**config.mk**
```make
export PLATFORM = sky130hd
export DESIGN_NAME = mux4_bus_arbiter
export DESIGN_NICKNAME = d
export VERILOG_FILES = /design/src/rtl/mux4_arb_pkg.sv /design/src/rtl/rr_pick4.sv /design/src/rtl/mux4_bus_arbiter.sv
export SDC_FILE = /design/constraint.sdc
export NUM_CORES = 1
export LEC_CHECK = 0
export ABC_AREA = 1
export BUFFER_PORTS_ARGS = -buffer_cell sky130_fd_sc_hd__buf_2
export CORE_MARGIN = 8
export CORE_UTILIZATION = 35
export DETAILED_ROUTE_END_ITERATION = 8
export GPL_TIMING_DRIVEN = 0
export PLACE_DENSITY = 0.52
export SYNTH_ARGS = -nofsm -noshare
export SYNTH_HDL_FRONTEND = slang
export SYNTH_SLANG_ARGS = --single-unit
```
**constraint.sdc**
```tcl
create_clock -name clk -period 2 [get_ports clk]
set_input_delay 0.1 -clock clk [delete_from_list [all_inputs] [get_ports clk]]
set_output_delay 0.1 -clock clk [all_outputs]
set_load 0.05 [all_outputs]
```
**src/rtl/mux4_arb_pkg.sv**
```systemverilog
// Shared definitions for the four-way mux arbiters: state codes, requester count and
// counter sizing.
package mux4_arb_pkg;

  localparam int unsigned NUM_REQ = 4;

  typedef logic [1:0] state_t;

  localparam state_t IDLE  = 2'd0;
  localparam state_t GRANT = 2'd1;
  localparam state_t TURN  = 2'd2;

  // Bits needed to count from 0 up to and including max_val.
  function automatic int unsigned cnt_width(input int unsigned max_val);
    return (max_val < 1) ? 1 : $clog2(max_val + 1);
  endfunction

endpackage

```
**src/rtl/rr_pick4.sv**
```systemverilog
// Combinational round-robin pick among four requests, starting just after 'last'.
module rr_pick4 (
  input  logic [3:0] req,
  input  logic [1:0] last,
  output logic       valid,
  output logic [1:0] idx
);

  logic [1:0] cand;

  // Walk offsets from farthest to nearest so the nearest asserted request wins.
  always_comb begin
    valid = |req;
    idx   = last;
    cand  = last;
    for (int i = 4; i >= 1; i--) begin
      cand = last + 2'(i);
      if (req[cand]) begin
        idx = cand;
      end
    end
  end

endmodule

```
**src/rtl/mux4_bus_arbiter.sv**
```systemverilog
// Round-robin owner of a shared dual 4:1 selector: bounded hold per grant and a disabled
// turnaround gap between grants so the mux output never switches while enabled.
module mux4_bus_arbiter
  import mux4_arb_pkg::*;
#(
  parameter int unsigned MAX_HOLD    = 8,
  parameter int unsigned TURN_CYCLES = 1
) (
  input  logic               clk,
  input  logic               reset_n,
  input  logic [NUM_REQ-1:0] req,
  output logic [NUM_REQ-1:0] gnt,
  output logic [1:0]         sel,
  output logic               enb_n,
  output logic               busy
);

  localparam int unsigned HW = cnt_width(MAX_HOLD);
  localparam int unsigned TW = cnt_width(TURN_CYCLES);
  localparam logic [HW-1:0] HOLD_LIM = HW'(MAX_HOLD);
  localparam logic [TW-1:0] TURN_LIM = TW'(TURN_CYCLES);

  state_t              state_q, state_d;
  logic [1:0]          last_q, last_d;
  logic [1:0]          sel_q, sel_d;
  logic [HW-1:0]       hold_q, hold_d;
  logic [TW-1:0]       turn_q, turn_d;
  logic [NUM_REQ-1:0]  gnt_q, gnt_d;
  logic                enb_n_q, enb_n_d;
  logic                busy_q, busy_d;

  logic                pick_valid;
  logic [1:0]          pick_idx;
  logic [NUM_REQ-1:0]  others;

  rr_pick4 u_pick (
    .req   (req),
    .last  (last_q),
    .valid (pick_valid),
    .idx   (pick_idx)
  );

  assign others = req & ~gnt_q;

  always_comb begin
    state_d = state_q;
    last_d  = last_q;
    sel_d   = sel_q;
    hold_d  = hold_q;
    turn_d  = turn_q;
    gnt_d   = gnt_q;
    enb_n_d = enb_n_q;

    case (state_q)
      IDLE, TURN: begin
        if (state_q == TURN && turn_q != TURN_LIM) begin
          turn_d = turn_q + TW'(1);
        end else if (pick_valid) begin
          state_d = GRANT;
          last_d  = pick_idx;
          sel_d   = pick_idx;
          hold_d  = HW'(1);
          turn_d  = '0;
          gnt_d   = 4'b0001 << pick_idx;
          enb_n_d = 1'b0;
        end else begin
          state_d = IDLE;
          turn_d  = '0;
        end
      end
      GRANT: begin
        // A release coinciding with hold expiry takes the same path as preemption.
        if (!req[sel_q] || (hold_q == HOLD_LIM && |others)) begin
          state_d = TURN;
          turn_d  = TW'(1);
          gnt_d   = '0;
          enb_n_d = 1'b1;
        end else if (hold_q != HOLD_LIM) begin
          hold_d = hold_q + HW'(1);
        end
      end
      default: begin
        state_d = IDLE;
        gnt_d   = '0;
        enb_n_d = 1'b1;
      end
    endcase

    busy_d = (state_d != IDLE);
  end

  always_ff @(posedge clk) begin
    if (!reset_n) begin
      state_q <= IDLE;
      last_q  <= 2'd3;
      sel_q   <= 2'd0;
      hold_q  <= '0;
      turn_q  <= '0;
      gnt_q   <= '0;
      enb_n_q <= 1'b1;
      busy_q  <= 1'b0;
    end else begin
      state_q <= state_d;
      last_q  <= last_d;
      sel_q   <= sel_d;
      hold_q  <= hold_d;
      turn_q  <= turn_d;
      gnt_q   <= gnt_d;
      enb_n_q <= enb_n_d;
      busy_q  <= busy_d;
    end
  end

  assign gnt   = gnt_q;
  assign sel   = sel_q;
  assign enb_n = enb_n_q;
  assign busy  = busy_q;

endmodule
```
**Yosys cells after proc, flatten, opt, wreduce, memory -nomap -nowiden**

Index checks and enable logic that the tools add are counted.

- Register bits after elaboration: 17
- Bits of input ports: 6
- Output and inout bits: 8
- Word-level logic and storage cells: 75

- Add/sub/neg operators: 5
- $lt $le $gt $ge: 4
- Eq/ne operators: 9
- Shift operators: 1
- Mux-type cells: 30
- Bitwise gates (word level): 4
- Reduce and logical (&&, ||, !) cells: 14

Operators by type and width:

| operator | count |
|---|---|
| $mux 4 | 7 |
| $pmux 4 s2 | 2 |
| $lt 2x3->1 const B | 4 |
| $mux 2 | 5 |
| $ne 2x2->1 const B | 5 |
| $mux 1 | 9 |
| $bmux 1 s2 | 4 |
| $reduce_or 4->1 | 2 |
| $reduce_and 3->1 | 2 |
| $reduce_and 5->1 | 1 |
| $add 2x2->2 const B | 2 |
| $add 4x1->4 const B | 1 |
| $and 4x4->4 | 1 |
| $eq 4x4->1 const B | 1 |
| $ne 4x4->1 const B | 1 |
| $not 4->4 | 1 |
| $pmux 1 s2 | 2 |
| $pmux 2 s2 | 1 |
| $reduce_bool 2->1 | 2 |
| $shl 1x2->4 const A | 1 |
| $add 2x1->2 const B | 1 |
| $eq 2x1->1 const B | 1 |
| $eq 2x2->1 const B | 1 |
| $logic_and 1x1->1 | 2 |
| 7 further kinds | 8 |

**Logic depth before layout (Yosys ltp)**

- Depth after elaboration: 10
- Mapped depth: 12
- Gate-level depth less buffers: 12

**Modules after synthesis**

A second synthesis with hierarchy kept.

- Cells, all modules: 161
- Area total of the unflattened synthesis: 1,068.5 µm²

By module, submodules not included:

| module | instances | cells an instance | area an instance (µm²) | seq. area each (µm²) |
|---|---|---|---|---|
| mux4_bus_arbiter | 1 | 118 | 864.6 | 340.3 |
| rr_pick4 | 1 | 43 | 203.9 | 0.0 |

**Worst setup path before layout**

Ideal clock, no wire load.

- Path kind: flip-flop to flip-flop
- From: register gnt_q[0] (netlist: gnt[0])
- To: register busy_q (netlist: busy)
- Library setup time: 0.111 ns
- Data arrival time: 1.497 ns
- Required time: 1.889 ns
- Slack: 0.392 ns
- Stages on the path, launching flop included: 12
- Buffers on the path: 0
- Clock period less this slack: 1.608 ns
- Cell sequence: dfxtp_1 -> inv_1 -> nand2_1 -> o21ai_0 -> o21ai_0 -> nand2_1 -> nand2_2 -> nand2_1 -> nand2_1 -> inv_2 -> nor2_1 -> inv_1

- Longest elaborated chain between the ends: 8

Ends and longest elaborated chain:

| element | RTL line | source |
|---|---|---|
| from (decl) | mux4_bus_arbiter.sv:28 | `logic [NUM_REQ-1:0] gnt_q, gnt_d;` |
| from (signal assigned) | mux4_bus_arbiter.sv:108 | `gnt_q <= gnt_d;` |
| $not 4->4 | mux4_bus_arbiter.sv:43 | `assign others = req & ~gnt_q;` |
| $and 4x4->4 | mux4_bus_arbiter.sv:43 |  |
| $reduce_or 4->1 | mux4_bus_arbiter.sv:73 | `if (!req[sel_q] \|\| (hold_q == HOLD_LIM && \|others)) begin` |
| $logic_and 1x1->1 | mux4_bus_arbiter.sv:73 |  |
| $logic_or 1x1->1 | mux4_bus_arbiter.sv:73 |  |
| $mux 2 | mux4_bus_arbiter.sv:73 |  |
| $pmux 2 s2 | mux4_bus_arbiter.sv:54 | `case (state_q)` |
| $reduce_bool 2->1 | mux4_bus_arbiter.sv:89 | `busy_d = (state_d != IDLE);` |
| to (signal assigned) | mux4_bus_arbiter.sv:110 | `busy_q <= busy_d;` |
| to (decl) | mux4_bus_arbiter.sv:30 | `logic busy_q, busy_d;` |

No other way between the ends.
A chain may end at the register's enable or synchronous reset.

**Final worst setup path**

- From: register hold_q[0]
- To: register enb_n_q (netlist: enb_n)

- Longest elaborated chain between the ends: 5

Ends and longest elaborated chain:

| element | RTL line | source |
|---|---|---|
| from (decl) | mux4_bus_arbiter.sv:26 | `logic [HW-1:0] hold_q, hold_d;` |
| from (signal assigned) | mux4_bus_arbiter.sv:106 | `hold_q <= hold_d;` |
| $eq 4x4->1 | mux4_bus_arbiter.sv:73 |  |
| $logic_and 1x1->1 | mux4_bus_arbiter.sv:73 |  |
| $logic_or 1x1->1 | mux4_bus_arbiter.sv:73 |  |
| $ne 2x2->1 (no line) | -- |  |
| $reduce_and 3->1 (no line) | -- |  |
| to (signal assigned) | mux4_bus_arbiter.sv:109 | `enb_n_q <= enb_n_d;` |
| to (decl) | mux4_bus_arbiter.sv:29 | `logic enb_n_q, enb_n_d;` |

No other way between the ends.

==> results.tsv <==
metric	value	unit
Buf/Inv on CP	1	
initial core utilization	0.364	
Final WS setup	0.401	ns
Startpoint Class	register	
DRC viols	0	
Leak	0.000608	uW
Max stage delay cell, worst path	dfxtp_1	
IO Count	14	
fin. max-slew vios	0	
commonest non-fill, non-tap cell in the layout	nand2_1	
Resize count post-CTS	0	
Final setup viols	0	
first-pass GRT wire length	4.19	mm
hold path startpoint	reset_n	
clock edge transition at the registers on the reported setup and hold paths	0.10	ns
# clock sinks	17	
area of the die	5160	sq um
crit path from	hold_q[0]	
commonest cells after routing, fill and taps aside	nand2_1 (55), dfxtp_1 (17), inv_1 (13), buf_2 (13)	
status	completed	
max incr delay on CP	0.35	ns
Final Non-Filler Cells	209	
final WL	2.35	mm
worst endpoint data arrival time	1.78	ns
core box area	3000	sq um
Total GRT Usage	0.0977	
minimum clock period	1.60	ns
Die X	71.9	um
Pre-antenna DRT Iters	4	
CP Cell Sequence	inv_1, ha_1, nand2_1, nor2_2, o21ai_0, nand3_1, nand3_2, a21oi_1, o21ai_0	
routed len/inst	11.2	um
NetSw	1160	uW
Ys Warns	0	
Logic pwr share	0.642	
crit path kind	reg -> reg	
initial antenna violation count	0	
antenna cells	0	
largest net degree at the start of global routing	11	
Setup Buffers After CTS	0	
MaxCap Viol Count	0	
TritonCTS clock tree	yes	
worst endpoint required time	2.18	ns
Final Hold Fails	0	
P&R area growth vs syn	12.3	%
buffers added on ports	13	
Crit Path Max Fanout	6	
Vias/cell	4.76	
layout cells sized above 1	0.273	
Skew-Pair Late Insertion Delay	0.29	ns
worst slack at placement	0.403	ns
Clock power frac	0.086	
Fin Setup TNS	0	ns
Relative slew margins	0.796	
total CTS buffers	3	
HPWL after detailed placement	1.91	mm
Crit. End Element	register	
Die Height	71.9	um
RePlAce Congestion	0.881	
post-synthesis sequential area ratio	0.312	
hold-fix buffer count after cts	0	
drt first-iter violations	62	
CP top delay family	simple AND/OR/NAND/NOR gates	
vias	995	
Post-DRT Antenna Nets	0	
final setup skew	0.00784	ns
Internal Power	947	uW
CP dominant cell by count	o21ai_0	
GR Overflow Total	0	
Fmax achieved	625	MHz
Avg Cell Area, Syn	6.87	sq um
Mapped Nets	167	
Max VDD drop	0.896	mV
Yosys cell types	27	
FILL cells	323	
Net Sw Frac	0.550	
vias in the first global route	933	
Yosys reg bits	17	
Nets	185	
Clock Path Buffers	2	
Period Utilization, post-route	0.800	
FP Rows	20	
Post-Syn Area	1090	sq um
CTS root buffer	clkbuf_4	
sequential power share	0.272	
CTS H-tree lvls	1	
Worst Hold Class	in -> reg	
Mapped Cells	159	
reg2reg start	hold_q[0]	
actual slew at the worst max-slew pin	0.305	ns
PwrDens	1720	nW/um^2
setup repair after global routing missed its margin	false	
Placed Instances	205	
==> cell type report <==
class | count | area, sq um | share of cell area
multi-input cells | 120 | 652 | 0.532
flip-flops and latches | 17 | 340 | 0.278
inverters | 21 | 88.8 | 0.0724
repair buffers | 13 | 65.1 | 0.0531
well taps | 33 | 41.3 | 0.0337
clock buffers | 3 | 22.5 | 0.0184
plain buffers | 1 | 11.3 | 0.00918
clock inverters | 1 | 5.00 | 0.00408
==> per-layer routing <==
metal  track usage  share of wire  vias up
met4        0.0136         0.0034        0
met5             0              0        -
met3        0.0377          0.063        2
met1         0.138           0.53      426
met2         0.138           0.40       23
li1              -              -      544
==> metrics by stage <==
stage	total power, uW	instance area [sq um]	utilization	hold WS [ns]
final	2110	1230	0.408	0.0779
after global routing	2310	1230	0.408	0.0796
after CTS	2130	1230	0.408	0.0756
after detailed placement	1940	1200	0.399	0.386
after global placement	1920	1200	0.399	0.382
after floorplan	1670	1090	-	0.199
==> state kept, by name (all words and copies together) (netlist names) <==
register,count
gnt,4
hold_q,4
last_q,2
sel,2
state_q,2
busy,1
enb_n,1
turn_q,1
==> power by group through the flow <==
stage	sequential, uW	clock [uW]	combinational, uW
global placement	577	0	1350
floorplan	808	0	863
CTS	574	189	1360
global route	594	203	1520
detailed placement	582	0	1360
finish	573	181	1350
==> cells in the mapped netlist <==
cell | n | share of area
a21oi_1 | 11 | 0.050
a21oi_2 | 1 | 0.0080
buf_6 | 1 | 0.010
clkinv_1 | 1 | 0.0034
dfxtp_1 | 17 | 0.31
ha_1 | 2 | 0.023
inv_1 | 13 | 0.045
inv_2 | 5 | 0.017
inv_4 | 1 | 0.0057
inv_8 | 1 | 0.010
nand2_1 | 55 | 0.19
nand2_2 | 11 | 0.063
nand3_1 | 8 | 0.037
nand3_2 | 2 | 0.018
nand3_4 | 1 | 0.016
nand4_1 | 6 | 0.034
nor2_1 | 5 | 0.017
nor2_2 | 3 | 0.017
nor2_4 | 1 | 0.010
nor2_8 | 1 | 0.018
nor3_4 | 1 | 0.015
o211ai_1 | 3 | 0.021
o21ai_0 | 5 | 0.023
o21ai_4 | 1 | 0.015
or2_2 | 1 | 0.0057
xnor2_1 | 1 | 0.0080
xor2_1 | 1 | 0.0080
==> path summary, 6_finish.rpt <==
check / end / slack, ns / cells after the start
worst min register to register: enb_n / 0.47 / 2
worst min-delay path: last_q[1] / 0.08 / 2
worst max register to register: enb_n / 0.40 / 9
worst max-delay path: enb_n / 0.40 / 9
==> cell families (layout without fill, tap and decap cells) <==
logic type	Yosys count	in the layout	synth area share
AO/OA/AOI/OAI	21	21	0.117
flip-flops	17	17	0.312
AND/OR/NAND/NOR	95	95	0.441
adder cells (fa/ha/maj)	2	2	0.0229
buffers and inverters	22	39	0.0916
XOR/XNOR	2	2	0.0160
(Power assumes the default switching activity.)
